==> src/rtl/divider_unit.sv <==
`default_nettype none
// ============================================================================
// Module      : divider_unit
// Description : Iterative restoring divider for the RV32M DIV/DIVU/REM/REMU
//               instructions. One quotient bit per clock in CALC state,
//               sign fix-up and special-case substitution on the final edge.
//               Optional macro DIVIDER_FAST_SPECIAL_EN: divide-by-zero and
//               signed overflow bypass CALC and finish one cycle after accept.
// Revision    : 1.0 - initial release
// ============================================================================
module divider_unit #(
  parameter int WIDTH = 32
) (
  input  logic             clk,
  input  logic             reset,
  input  logic [6:0]       opcode,
  input  logic [6:0]       funct7,
  input  logic             funct7_valid,
  input  logic [2:0]       funct3,
  input  logic [WIDTH-1:0] bus_rs1,
  input  logic [WIDTH-1:0] bus_rs2,
  input  logic             start,
  output logic             busy,
  output logic             done,
  output logic [WIDTH-1:0] div_output
);

  localparam int CW = (WIDTH > 1) ? $clog2(WIDTH) : 1;
  localparam logic [CW-1:0] c_COUNT_INIT = CW'(WIDTH - 1);
  localparam logic [14:0]   c_DIV_DECODE = 15'b1_0000001_0110011;

  typedef enum logic [1:0] {
    S_IDLE = 2'd0,
    S_CALC = 2'd1,
    S_DONE = 2'd2
  } state_t;

  state_t           r_state;
  state_t           w_state_next;
  logic [CW-1:0]    r_count;
  logic [WIDTH-1:0] r_rem;       // partial remainder magnitude
  logic [WIDTH-1:0] r_quo;       // dividend bits shifting out, quotient bits in
  logic [WIDTH-1:0] r_divisor;   // divisor magnitude
  logic             r_is_rem;
  logic             r_neg_q;
  logic             r_neg_r;
  logic             r_div_zero;
  logic [WIDTH-1:0] r_div_output;

  logic             w_accept;
  logic             w_load;
  logic             w_finish;
  logic             w_signed;
  logic             w_a_neg;
  logic             w_b_neg;
  logic [WIDTH-1:0] w_a_mag;
  logic [WIDTH-1:0] w_b_mag;
  logic [WIDTH:0]   w_shift;
  logic [WIDTH:0]   w_trial;
  logic             w_qbit;
  logic [WIDTH-1:0] w_rem_next;
  logic [WIDTH-1:0] w_quo_next;
  logic [WIDTH-1:0] w_q_final;
  logic [WIDTH-1:0] w_r_final;

  // Instruction decode and operand magnitude preparation
  assign w_accept = start && (r_state == S_IDLE) &&
                    ({funct7_valid, funct7, opcode} == c_DIV_DECODE) && funct3[2];
  assign w_signed = ~funct3[0];
  assign w_a_neg  = w_signed & bus_rs1[WIDTH-1];
  assign w_b_neg  = w_signed & bus_rs2[WIDTH-1];
  assign w_a_mag  = w_a_neg ? (~bus_rs1 + 1'b1) : bus_rs1;
  assign w_b_mag  = w_b_neg ? (~bus_rs2 + 1'b1) : bus_rs2;

`ifdef DIVIDER_FAST_SPECIAL_EN
  logic             w_special;
  logic             w_fast;
  logic [WIDTH-1:0] w_fast_result;
  // Divide-by-zero or most-negative / -1: result known without iterating
  assign w_special = (bus_rs2 == '0) ||
                     (w_signed && (bus_rs1 == {1'b1, {(WIDTH-1){1'b0}}}) && (&bus_rs2));
  assign w_fast_result = (bus_rs2 == '0) ? (funct3[1] ? bus_rs1 : '1)
                                         : (funct3[1] ? '0 : bus_rs1);
`endif

  // One restoring shift-subtract step
  assign w_shift    = {r_rem, r_quo[WIDTH-1]};
  assign w_trial    = w_shift - {1'b0, r_divisor};
  assign w_qbit     = ~w_trial[WIDTH];
  assign w_rem_next = w_qbit ? w_trial[WIDTH-1:0] : w_shift[WIDTH-1:0];
  assign w_quo_next = {r_quo[WIDTH-2:0], w_qbit};

  // Sign fix-up; a zero divisor forces an all-ones quotient, while the
  // remainder path naturally reproduces the dividend in that case
  assign w_q_final = r_div_zero ? '1 : (r_neg_q ? (~w_quo_next + 1'b1) : w_quo_next);
  assign w_r_final = r_neg_r ? (~w_rem_next + 1'b1) : w_rem_next;

  // State register
  always_ff @(posedge clk or negedge reset) begin
    if (!reset) r_state <= S_IDLE;
    else        r_state <= w_state_next;
  end

  // Next-state and control decode
  always_comb begin
    w_state_next = r_state;
    w_load       = 1'b0;
    w_finish     = 1'b0;
`ifdef DIVIDER_FAST_SPECIAL_EN
    w_fast       = 1'b0;
`endif
    case (r_state)
      S_IDLE: begin
        if (w_accept) begin
`ifdef DIVIDER_FAST_SPECIAL_EN
          if (w_special) begin
            w_state_next = S_DONE;
            w_fast       = 1'b1;
          end else begin
            w_state_next = S_CALC;
            w_load       = 1'b1;
          end
`else
          w_state_next = S_CALC;
          w_load       = 1'b1;
`endif
        end
      end
      S_CALC: begin
        if (r_count == '0) begin
          w_state_next = S_DONE;
          w_finish     = 1'b1;
        end
      end
      S_DONE:  w_state_next = S_IDLE;
      default: w_state_next = S_IDLE;
    endcase
  end

  // Operand latch and iteration datapath
  always_ff @(posedge clk or negedge reset) begin
    if (!reset) begin
      r_count    <= '0;
      r_rem      <= '0;
      r_quo      <= '0;
      r_divisor  <= '0;
      r_is_rem   <= 1'b0;
      r_neg_q    <= 1'b0;
      r_neg_r    <= 1'b0;
      r_div_zero <= 1'b0;
    end else if (w_load) begin
      r_count    <= c_COUNT_INIT;
      r_rem      <= '0;
      r_quo      <= w_a_mag;
      r_divisor  <= w_b_mag;
      r_is_rem   <= funct3[1];
      r_neg_q    <= w_a_neg ^ w_b_neg;
      r_neg_r    <= w_a_neg;
      r_div_zero <= (bus_rs2 == '0);
    end else if (r_state == S_CALC) begin
      r_count    <= r_count - 1'b1;
      r_rem      <= w_rem_next;
      r_quo      <= w_quo_next;
    end
  end

  // Result register, written only on the edge that enters DONE
  always_ff @(posedge clk or negedge reset) begin
    if (!reset) begin
      r_div_output <= '0;
    end else if (w_finish) begin
      r_div_output <= r_is_rem ? w_r_final : w_q_final;
`ifdef DIVIDER_FAST_SPECIAL_EN
    end else if (w_fast) begin
      r_div_output <= w_fast_result;
`endif
    end
  end

  assign busy       = (r_state == S_CALC);
  assign done       = (r_state == S_DONE);
  assign div_output = r_div_output;

endmodule
`default_nettype wire

==> config.mk <==
export PLATFORM = sky130hd
export DESIGN_NAME = divider_unit
export DESIGN_NICKNAME = d
export VERILOG_FILES = /design/src/rtl/divider_unit.sv
export SDC_FILE = /design/constraint.sdc
export NUM_CORES = 1
export LEC_CHECK = 0
export CORE_ASPECT_RATIO = 0.5
export CORE_MARGIN = 3
export CORE_UTILIZATION = 40
export CTS_CLUSTER_DIAMETER = 150
export CTS_CLUSTER_SIZE = 25
export DETAILED_ROUTE_END_ITERATION = 8
export PLACE_DENSITY = 0.67
export SYNTH_ARGS = -nofsm -noshare
export SYNTH_HDL_FRONTEND = slang
export SYNTH_SLANG_ARGS = --single-unit
==> constraint.sdc <==
create_clock -name clk -period 5.6 [get_ports clk]
set_input_delay 0.56 -clock clk [delete_from_list [all_inputs] [get_ports clk]]
set_output_delay 0.56 -clock clk [all_outputs]
set_load 0.01 [all_outputs]
==> impl_metrics.csv <==
group,metric,value,unit
worst_setup_path,cp-end-kind,"flip-flop",
die,start_util,41.75,%
grt,grt_max_degree,100,
timing,fmax,0.1854,GHz
placed_design,dp_hpwl,28.66,mm
logic_synthesis,synth_nets,1503,
logic_synthesis,ys_seq_area_share,30.67,%
die,rows,42,
cts,cts_tree,"built",
timing,drv_slew,0,
timing,setup_viol,0,
drt,drtIter0Drc,983,
layout,nets,1587,
logic_synthesis,yosys_warnings,0,
drt,firstDrtPassIters,5,
logic_synthesis,avgSynthCellArea,8.225,µm²
timing,period_minus_slack,5392,ps
drt,drt_wl_total,37.65,mm
logic_synthesis,synth_area,11340,µm²
grt,grtUsageTotal,24.39,%
worst_setup_path,crit_path_top_delay_cell,"or3b_2",
cts,cts.sinks,139,
logic_synthesis,synth.distinct_cells,95,
worst_setup_path,rr_worst_depth,23,
worst_setup_path,path_class,"flip-flop to flip-flop",
worst_setup_path,r2r_setup_slack,210,ps
grt,grt_overflow_total,0,
cts,postCtsHoldBufs,0,
layout,antenna_cells,0,
grt,grt_pass1_vias,10273,
worst_setup_path,crit_path_max_fanout,5,
cts,htreeDepth,4,
status,status,"complete, no violations",
placed_design,port_buffers,118,
cts,numCtsBuffers,17,
layout,fill_cells,2649,
cts,clock_latency,450,ps
logic_synthesis,netlist_instances,1379,
grt,antenna_found_initial,1,
layout,syn_to_final_growth,18.87,%
cts,clk_pin_slew,70,ps
worst_setup_path,cp_slowest_stage_delay,490,ps
pwr,peakVddDrop,0.0002845,V
drt,detail-route-antenna-nets,0,
timing,fin_crit_sh,96.29,%
worst_setup_path,cp_cell_sequence,"inv_1 > ha_2 > inv_1 > fa_2 > a211o_1 > a41o_4 > o211ai_4 > a211oi_4 > nor3_4 > nor2_8 > inv_2 > ha_1 > nand2b_1 > or3b_2 > or3_1 > or3_4 > or2_4 > o31ai_2 > xnor2_1 > nor2_1 > a221o_1 > a211oi_2 > mux2_2",
pwr,powerDensity,507.0,nW/µm²
drt,drc,0,
hold_path,hold_class,"primary input to async pin",
timing,hold_viol_final,0,
job,maxCapViolCount,0,
worst_setup_path,crit_start,"r_quo[31]",
worst_setup_path,worstPathArrival,5790,ps
worst_setup_path,cp.required,6000,ps
layout,fin_util,49.63,%
timing,slew_headroom,33.26,%
die,die_w,244.1,µm
cts,cts.path.max_buffers,2,
cts,cts-root-buf,"clkbuf_16",
logic_synthesis,synth_edf_count,0,
logic_synthesis,ys_async_sr_fraction,100.0,%
worst_setup_path,critPathCapture,"div_output[28]",
drt,vias,11012,
timing,finClkSkew,18.20,ps
die,core_area,27170,µm²
die,fp.dieH,125.1,µm
worst_setup_path,r2r-end,"div_output[28]",
drt,via_per_inst,5.952,
grt,grt_pass1_wl,58.87,mm
pwr,p_total,6835,µW
logic_synthesis,ys_ff_latch,139,
logic_synthesis,synth_top_flop_cell,"dfrtp_1",
worst_setup_path,path_common_cell,"inv_1",
timing,worst_pin_slew,1001,ps
layout,drive_gt1_share,7.791,%
worst_setup_path,critPathLaunchType,"flip-flop",
die,dieArea,30530,µm²
pwr,leakagePower,0.005249,µW
placed_design,gp_congestion,0.8886,
worst_setup_path,r2r_start,"r_quo[31]",
drt,post_drt_wl_per_cell,20.35,µm
die,ioPinCount,119,
[layer usage]
| layer | track usage, % | up-vias | wire (µm) |
|---|---|---|---|
| li1 | - | 5256 | - |
| met5 | 0 | - | 0 |
| met3 | 5.071 | 32 | 2876 |
| met1 | 37.62 | 5337 | 18830 |
| met4 | 4.637 | 0 | 359 |
| met2 | 34.97 | 387 | 15580 |
[cells in the mapped netlist (27+ instances only)]
cell	n	area, µm²
a21o_1	31	232.7
a21oi_1	85	425.4
a22oi_1	28	210.2
clkbuf_1	52	195.2
dfrtp_1	139	3478
ha_1	38	475.5
inv_1	50	187.7
nand2_1	128	480.5
nand3_1	45	225.2
nor2_1	79	296.5
nor3_1	32	160.2
o21ai_0	145	725.7
o31ai_1	27	202.7
xnor2_1	81	709.4
xor2_1	53	464.2
[power by group]
group / internal [µW] / switching (µW) / leakage [µW]
Clock: 632 / 489 / 0.000277
Sequential: 1270 / 377 / 0.00174
Combinational: 1570 / 2500 / 0.00323
[how the worst min path moves through the flow]
| stage | startpoint | to | slack [ps] | cells after the start |
|---|---|---|---|---|
| 2_1_floorplan | reset | div_output[0] | 260 | 0 |
| 3_3_place_gp | r_is_rem | r_is_rem | 450 | 2 |
| 3_5_place_dp | div_output[24] | div_output[24] | 470 | 2 |
| 4_1_cts | reset | r_quo[10] | 200 | 1 |
| 5_1_grt | reset | r_count[4] | 230 | 1 |
| 6_report | reset | r_count[4] | 170 | 1 |
[layout by cell type, fill, tap and decap left out, types with 15 or more instances in the layout]
| master | netlist | routed |
|---|---|---|
| a21o_1 | 31 | 31 |
| a21oi_1 | 85 | 85 |
| a221oi_1 | 15 | 15 |
| a22oi_1 | 28 | 28 |
| a31oi_1 | 15 | 15 |
| buf_4 | 0 | 27 |
| clkbuf_16 | 0 | 17 |
| clkdlybuf4s50_1 | 0 | 117 |
| dfrtp_1 | 139 | 139 |
| ha_1 | 38 | 37 |
| inv_1 | 50 | 50 |
| mux2i_1 | 26 | 26 |
| nand2_1 | 128 | 128 |
| nand3_1 | 45 | 45 |
| nor2_1 | 79 | 78 |
| nor3_1 | 32 | 31 |
| nor4_1 | 19 | 19 |
| o21ai_0 | 145 | 145 |
| o31ai_1 | 27 | 26 |
| or3_1 | 21 | 20 |
| xnor2_1 | 81 | 81 |
| xor2_1 | 53 | 53 |
[registers in the layout, summed over array words and instances, names as in the netlist]
| register | flops |
|---|---|
| r_state | 2 |
| r_div_zero | 1 |
| div_output | 32 |
| r_neg_r | 1 |
| r_divisor | 32 |
| r_neg_q | 1 |
| r_count | 5 |
| r_is_rem | 1 |
| r_rem | 32 |
| r_quo | 32 |
[repair_timing]
item | CTS | global route
buffers inserted | 0 | 4
resized for setup | 0 | 7
setup endpoints to repair | 0 | 1
[kinds of logic after synthesis]
logic type | share of synthesized area (%)
AO/OA/AOI/OAI | 27.19
AND/OR/NAND/NOR | 19.87
flip-flops | 30.67
XOR/XNOR | 10.35
buffers and inverters | 4.832
adder cells (fa/ha/maj) | 4.368
multiplexers | 2.725
[layout make-up]
cell class / count / area, µm² / area share [%]
Clock buffer: 18 / 439.2 / 3.257
Clock inverter: 14 / 137.6 / 1.021
Inverter: 53 / 198.9 / 1.476
Multi-Input combinational cell: 1107 / 7376 / 54.70
Sequential cell: 139 / 3478 / 25.80
Tap cell: 374 / 467.9 / 3.471
Timing Repair Buffer: 145 / 1385 / 10.27
[critical path: cells and delay by family (launching register included)]
kind                       cells  cell delay [ps]
AOI/OAI and AO/OA              7             1640
xor gates and xnor gates       1              150
adders and majority gates      3              700
buffers and inverters          3              210
DFF                            1              400
muxes                          1              170
and+or+nand+nor                8             2060
[metrics by stage]
step | instances | area [µm²] | hold WS (ps) | TNS (ps) | worst slack, ps
global route | 1850 | 13480 | 234.7 | -0.6781 | -0.6781
CTS | 1846 | 13420 | 200.9 | 0 | 183.7
global placement | 1814 | 12840 | 454.7 | 0 | 380.9
floorplan | 1379 | 11350 | 264.4 | 0 | 62.01
finish | 1850 | 13480 | 171.4 | 0 | 207.6
detailed placement | 1814 | 12840 | 467.9 | 0 | 200.0
Note: power is estimated with default switching activity, not from simulation.
